$ cat src/rtl/fetch_unit.sv
// fetch_unit -- single-outstanding instruction fetch stage.
//
// Issues one instruction-memory read at a time from the PC register,
// captures the response into a registered decode slot, and waits for
// decode to take it before issuing the next read. A redirect (branch,
// jump or trap) reloads the PC and squashes whatever is in flight; a
// response still owed by memory for a squashed request is swallowed in
// the DROP state so it can never reach decode.
//
// Ports
//   clk, rst         : clock, synchronous active-high reset
//   redirect_valid   : load PC from redirect_pc (bits [1:0] forced to 0)
//   redirect_pc      : redirect target
//   imem_req_valid   : read request, address = imem_req_addr (the PC)
//   imem_req_ready   : memory accepts the request this cycle
//   imem_resp_valid  : imem_resp_data holds the read data
//   imem_resp_data   : fetched instruction word
//   if_valid         : decode slot holds a valid instruction
//   if_pc, if_instr  : PC and word of the presented instruction
//   if_ready         : decode takes the instruction this cycle
module fetch_unit #(
  parameter logic [31:0] RESET_PC = 32'h0000_0000
) (
  input  logic        clk,
  input  logic        rst,
  input  logic        redirect_valid,
  input  logic [31:0] redirect_pc,
  output logic        imem_req_valid,
  output logic [31:0] imem_req_addr,
  input  logic        imem_req_ready,
  input  logic        imem_resp_valid,
  input  logic [31:0] imem_resp_data,
  output logic        if_valid,
  output logic [31:0] if_pc,
  output logic [31:0] if_instr,
  input  logic        if_ready
);

  localparam logic [31:0] PC_INIT = RESET_PC & 32'hFFFF_FFFC;
  localparam logic [31:0] NOP     = 32'h0000_0013;

  typedef enum logic [1:0] {S_REQ, S_WAIT, S_HOLD, S_DROP} state_e;

  state_e      r_state, w_state_nxt;
  logic [31:0] r_pc, w_pc_nxt;
  logic        r_if_valid, w_if_valid_nxt;
  logic [31:0] r_if_pc, w_if_pc_nxt;
  logic [31:0] r_if_instr, w_if_instr_nxt;
  logic [31:0] w_redirect_pc;

  assign w_redirect_pc = redirect_pc & 32'hFFFF_FFFC;

  always_ff @(posedge clk) begin
    if (rst) begin
      r_state    <= S_REQ;
      r_pc       <= PC_INIT;
      r_if_valid <= 1'b0;
      r_if_pc    <= '0;
      r_if_instr <= NOP;
    end else begin
      r_state    <= w_state_nxt;
      r_pc       <= w_pc_nxt;
      r_if_valid <= w_if_valid_nxt;
      r_if_pc    <= w_if_pc_nxt;
      r_if_instr <= w_if_instr_nxt;
    end
  end

  always_comb begin
    w_state_nxt    = r_state;
    w_pc_nxt       = r_pc;
    w_if_valid_nxt = r_if_valid;
    w_if_pc_nxt    = r_if_pc;
    w_if_instr_nxt = r_if_instr;
    if (redirect_valid) begin
      // Redirect wins over every other event. Where it lands depends on
      // whether memory still owes us a response for an old request.
      w_pc_nxt       = w_redirect_pc;
      w_if_valid_nxt = 1'b0;
      unique case (r_state)
        S_REQ:   w_state_nxt = imem_req_ready  ? S_DROP : S_REQ;
        S_WAIT:  w_state_nxt = imem_resp_valid ? S_REQ  : S_DROP;
        S_HOLD:  w_state_nxt = S_REQ;
        S_DROP:  w_state_nxt = imem_resp_valid ? S_REQ  : S_DROP;
        default: w_state_nxt = S_REQ;
      endcase
    end else begin
      unique case (r_state)
        S_REQ: if (imem_req_ready) w_state_nxt = S_WAIT;
        S_WAIT: if (imem_resp_valid) begin
          w_if_valid_nxt = 1'b1;
          w_if_pc_nxt    = r_pc;
          w_if_instr_nxt = imem_resp_data;
          w_pc_nxt       = r_pc + 32'd4;  // wraps naturally at 2^32
          w_state_nxt    = S_HOLD;
        end
        S_HOLD: if (if_ready) begin
          w_if_valid_nxt = 1'b0;
          w_state_nxt    = S_REQ;
        end
        // Stale response for a squashed request: swallow it untouched.
        S_DROP: if (imem_resp_valid) w_state_nxt = S_REQ;
        default: w_state_nxt = S_REQ;
      endcase
    end
  end

  // Gated with rst so no request escapes during the reset cycle itself.
  assign imem_req_valid = (r_state == S_REQ) && !rst;
  assign imem_req_addr  = r_pc;
  assign if_valid       = r_if_valid;
  assign if_pc          = r_if_pc;
  assign if_instr       = r_if_instr;

endmodule

$ cat config.mk
export PLATFORM = sky130hd
export DESIGN_NAME = fetch_unit
export DESIGN_NICKNAME = d
export VERILOG_FILES = /design/src/rtl/fetch_unit.sv
export SDC_FILE = /design/constraint.sdc
export NUM_CORES = 1
export LEC_CHECK = 0
export CORE_MARGIN = 4
export CORE_UTILIZATION = 39
export DETAILED_ROUTE_END_ITERATION = 10
export PLACE_DENSITY = 0.74
export SLEW_MARGIN = 20
export SYNTH_ARGS = -nofsm -noshare
export SYNTH_HDL_FRONTEND = slang
export SYNTH_SLANG_ARGS = --single-unit
$ cat constraint.sdc
create_clock -name clk -period 2 [get_ports clk]
set_clock_uncertainty 0.05 [all_clocks]
set_input_delay 0.3 -clock clk [delete_from_list [all_inputs] [get_ports clk]]
set_output_delay 0.3 -clock clk [all_outputs]
set_load 0.05 [all_outputs]
; ---- Word-level counts from Yosys, hierarchy flattened
; Index checks and enable logic that the tools add are counted.
[word_totals]
elab_cells = 45
output_inout_bits = 98
ff_bits = 99
input_bits = 70
[op_classes]
muxes = 15
eq_ne = 9
bitwise = 1
n_reduce_logical = 13
add_sub_neg = 1
[ops]
columns = cell, n
row1 = two-way mux 32 bit, 3
row2 = adder 32 x 3 -> 32 bit (second input constant), 1
row3 = two-way mux 2 bit, 7
row4 = inequality test 3 bit (second input constant), 4
row5 = one-hot mux 2 bit (4 select lines), 1
row6 = one-hot mux 2 bit (3 select lines), 1
row7 = AND reduction 3 bit, 2
row8 = nonzero test 2 bit, 3
row9 = == test 2 bit (second input constant), 2
row10 = inequality test 2 bit (second input constant), 2
row11 = AND reduction 2 bit, 2
row12 = AND reduction 4 bit, 1
row13 = OR reduction 2 bit, 2
row14 = == test 2 x 1 -> 1 bit (second input constant), 1
row15 = logical NOT 2 bit, 1
row16 = two-way mux 1 bit, 2
row17 = one-hot mux 1 bit (2 select lines), 1
row18 = logical AND 1 bit, 1
row19 = logical NOT 1 bit, 1
row20 = inverter 1 bit, 1

; ---- Depth between registers and ports, before layout
; Gate-level depths: netlist of the first run.
[depth]
depth_word = 4
mapped_depth = 7
mapped_depth_nobuf = 5

; ---- Least setup slack after synthesis of the first run
; Ideal clock, no wire load.
[synth_timing]
path_kind = reg2reg
from = register r_pc[11] (netlist: imem_req_addr[11])
to = register r_pc[23] (netlist: imem_req_addr[23])
path_buffers = 2
t_required_ns = 1.838
setup_ns = 0.112
period_less_slack_ns = 2.449
path_stages_with_launch = 7
t_arrival_ns = 2.287
path_slack_ns = -0.449
cell_sequence = dfxtp_1 -> buf_2 -> nand4_4 -> or4_1 -> buf_2 -> or3_1 -> a2111oi_1
[synth_via]
elab_chain_len = 4
[synth_lines]
columns = item, line_no
row1 = from (decl), 45  ; logic [31:0] r_pc, w_pc_nxt;
row2 = from (signal assigned), 62  ; r_pc <= w_pc_nxt;
row3 = adder 32 x 3 -> 32 bit, 94  ; w_pc_nxt = r_pc + 32'd4;
row4 = two-way mux 32 bit, 90  ; S_WAIT: if (imem_resp_valid) begin
row5 = two-way mux 32 bit, 88  ; unique case (r_state)
row6 = two-way mux 32 bit, 75  ; if (redirect_valid) begin
; Every way passes these cells. The select of a mux whose other input is x is not followed.
; A chain may end at the register's enable or synchronous reset.

; ---- Worst setup path after layout of the first run
[layout_timing]
from = register r_pc[12] (netlist: imem_req_addr[12])
to = output imem_req_addr[12]
[layout_lines]
columns = item, line_no
row1 = to (decl), 29  ; output logic [31:0] imem_req_addr,
; No word-level cell between the ends.

==> results of run 1 <==
[final cells by class]
class                   instances  share of cell area [%]
inverters                      13                  0.7488
repair buffers                219                   31.64
clock buffers                  11                   2.170
clock inverters                 5                  0.5952
multi-input cells             390                   32.07
well taps                     136                   2.611
flip-flops and latches         95                   30.17
[what timing repair did]
action | CTS | global route
gates cloned | 0 | 0
buffers inserted | 0 | 3
gates resized for setup | 10 | 10
endpoints found under the setup margin | 10 | 9
pin swaps | 0 | 2
[where the power goes]
group | internal, W | switching, W | leakage [nW]
registers | 0.00197 | 0.0000731 | 0.785
clock network | 0.000498 | 0.000672 | 0.0948
logic | 0.000413 | 0.000619 | 1.53
[per-stage QoR]
step,total power (W),hold WS [ps]
finish,0.004248,386.8
global placement,0.003104,392.0
global route,0.004462,401.5
floorplan,0.002678,374.3
detailed placement,0.003123,395.7
CTS,0.004284,369.2
[logic make-up after synthesis]
family / count (synthesis)
simple gates: 249
compound gates: 127
flops: 95
buf+inv: 56
xor+xnor: 7
mux: 2
fa+ha+maj: 1
other cells: 1
[placed cells by master (no fill, tap or decap), types with 13 or more instances in the layout]
master and n:
inv_1 13, a21oi_1 71, clkdlybuf4s50_1 137, dfxtp_1 74, o21ai_0 15, nand2_1 142, buf_4 64, nand3_1 19
nor2_1 20, dfxtp_4 15
[registers in the layout, summed over array words and instances, names as in the netlist]
| name | cells |
|---|---|
| if_instr | 32 |
| if_pc | 30 |
| if_valid | 1 |
| imem_req_addr | 30 |
| r_state | 2 |
[synth_stat cells (5+ instances only)]
| cell | instances |
|---|---|
| and4_1 | 6 |
| nor2_1 | 21 |
| nor4_1 | 10 |
| a211oi_1 | 10 |
| clkbuf_1 | 32 |
| nand3_1 | 19 |
| dfxtp_1 | 95 |
| o21ai_0 | 15 |
| a21oi_1 | 71 |
| a311oi_1 | 9 |
| or3_1 | 7 |
| inv_1 | 13 |
| nand4_1 | 11 |
| nand2_1 | 143 |
| nor3_1 | 10 |
| o31ai_1 | 5 |
[worst max-delay path by stage]
stage                                        start                        endpoint  slack, ps  cells past startpoint
floorplan            imem_req_addr[7]$_SDFFE_PP0P_  imem_req_addr[23]$_SDFFE_PP0P_        -90                      5
detailed placement                 imem_resp_valid  imem_req_addr[26]$_SDFFE_PP0P_       -270                      6
global placement                   imem_resp_valid  imem_req_addr[26]$_SDFFE_PP0P_       -200                      6
finish              imem_req_addr[12]$_SDFFE_PP0P_               imem_req_addr[12]         80                      1
CTS                 imem_req_addr[23]$_SDFFE_PP0P_               imem_req_addr[23]          2                      2
global route                       imem_resp_valid  imem_req_addr[26]$_SDFFE_PP0P_          4                      6
[metal layers]
layer | part of all wire, % | track usage, % | vias up
li1 | - | - | 2261
met1 | 42 | 26.35 | 2121
met2 | 49 | 34.98 | 160
met3 | 6.7 | 3.641 | 24
met4 | 2.2 | 7.705 | 0
met5 | 0 | 0 | -
==> metrics.md, run 1 <==
| Metric | Value |
|---|---|
| Critical path type | reg -> out |
| Post-Synth XOR/XNOR Area | around 1.5% |
| Avg WL per Cell | about 15 um |
| Fin nets | around 800 |
| Leakage | 2.414 nW |
| # clock sinks | 95 |
| FF+latch count, synth | 95 |
| R2r worst-path depth | 5 |
| Post-route ant nets | 0 |
| CTS tree | yes |
| Clock tree buffer depth | 2 |
| Post-synthesis simple-gate area fraction | between 20% and 30% |
| Starting Density | between 40% and 50% |
| Post-Syn Area per Cell | approximately 7.7 um2 |
| Die Area | 12400 um2 |
| Placed cell areas | approximately 6300 um2 |
| Dominant cell type by area after synthesis | dfxtp_1 |
| Max Fclk | a little over 500 MHz |
| Area Growth Syn to Fin | 56.40% |
| R2r startpoint | imem_req_addr[18]$_SDFFE_PP0P_ |
| Finished Core Util | 62.84% |
| DR vias | about 4600 |
| FFs w/ async S/R, synth | 0% |
| Top FF cell, synth | dfxtp_1 |
| Die W | about 110 um |
| Slack of the worst reg-to-reg path | roughly 90 ps |
| Number of global-route vias before repair | about 4300 |
| Hold_buf cts | 0 |
| Initial antenna violation count | 0 |
| Avg Vias per Cell | between 5 and 6 |
| First-pass GRT wire length | between 20000 and 25000 um |
| Slowest cell on crit path | clkdlybuf4s50_1 |
| Drt first pass iters | 7 |
| Dpl hpwl | a little under 10000 um |
| CP arrival | around 1600 ps |
| Synth area leaders | dfxtp_1 46%, nand2_1 13%, a21oi_1 8.5%, clkbuf_1 2.9%, nand3_1 2.3% |
| Final instance area | 6516 um2 |
| Syn Inst Count | 538 |
| Routed wire length | 13020 um |
| Final Worst Setup Slack | about 76 ps |
| Top Ports | 168 |
| Status | complete, no violations |
| Main combinational cell family by area after synthesis | simple AND/OR/NAND/NOR gates |
| Beginning of the worst hold path | rst |
| Ys Warns | 0 |
| Slew headroom | a little over 60% |
| Crit path time final | a little under 2000 ps |
| Worst skew pair latency | roughly 360 ps |
| Initial DRC count | around 220 |
| Non-Filler Instances | a little under 900 |
| Critical path required time | 1650 ps |
| Compound-Gate Fraction of Synth Area | between 10% and 20% |
| Critical path capture point type | output pin |
| Input/output buffers | around 160 |
| Placed cells | between 800 and 900 |
| Max Slew Vio Count | 0 |
| Clock tree root driver cell | clkbuf_8 |
| Num CTS Buffers | 9 |
| Clock transition at path regs | approximately 100 ps |
| Die height | approximately 110 um |
| Fin crit share | 96.21% |
| Aggregate global-route resource usage | around a fifth |
| Total core area | slightly above 10000 um2 |
| Antenna Cells | 0 |
| Crit-path max FO | 8 |
| Place WS | -267.9 ps |
| Standard-cell rows | 37 |
| Reg2reg end | imem_req_addr[26]$_SDFFE_PP0P_ |
| Critical path buffers and inverters | 1 |
| Register area | roughly 2000 um2 |
| Slew @ Worst Pin | between 500 and 600 ps |
| DRC errors left | 0 |
| Ratio of cells with drive above 1 in the final layout | between 15 and 20% |
| Fillers | a little over 900 |
| Seq/Total Area, Yosys | between 40% and 50% |
| Htree depth | 3 |
| Hold depth | 2 |
| Endpoints failing setup | 0 |
| Peak VDD IR | 0.3181 mV |
| Largest net degree at the start of global routing | 55 |
| Pwr dens | 651.9 nW/um2 |
| Final Hold Viols | 0 |
| Post-synthesis adder-cell area fraction | 0.3003% |
| Crit start category | flop |
| Synth top area share | a little under half |
| MaxCap Viol Count | 0 |
| Remaining global-route overflow | 0 |
| Delay-heaviest family, CP | buffers and inverters |
| Worst min-delay path category | in -> reg |
| RSZ-0062 raised after global routing | no |
| Post-synth EDFFs | 0 |
| Yosys cell types | 47 |
| Worst-path cell chain | clkdlybuf4s50_1 |
| Largest stage delay, worst path | a little over 800 ps |
| Mux cell area share after synthesis | less than 1% |
| Post-Synthesis Cell Area | 4166 um2 |
| Fin Setup TNS | 0 ps |
| Footprint of the multi-input gates | between 2000 and 2500 um2 |
| Hold worst-path end | if_instr[23]$_SDFFE_PP0P_ |
| Final Wtd Congestion | around 0.84 |
No activity file was read; power rests on OpenSTA's default activity.
==> run 2: changes to the inputs <==
SLEW_MARGIN = default   (was 20)
==> results of run 2 <==
No change in the layout: final DEF, timing and power equal those of run 1.
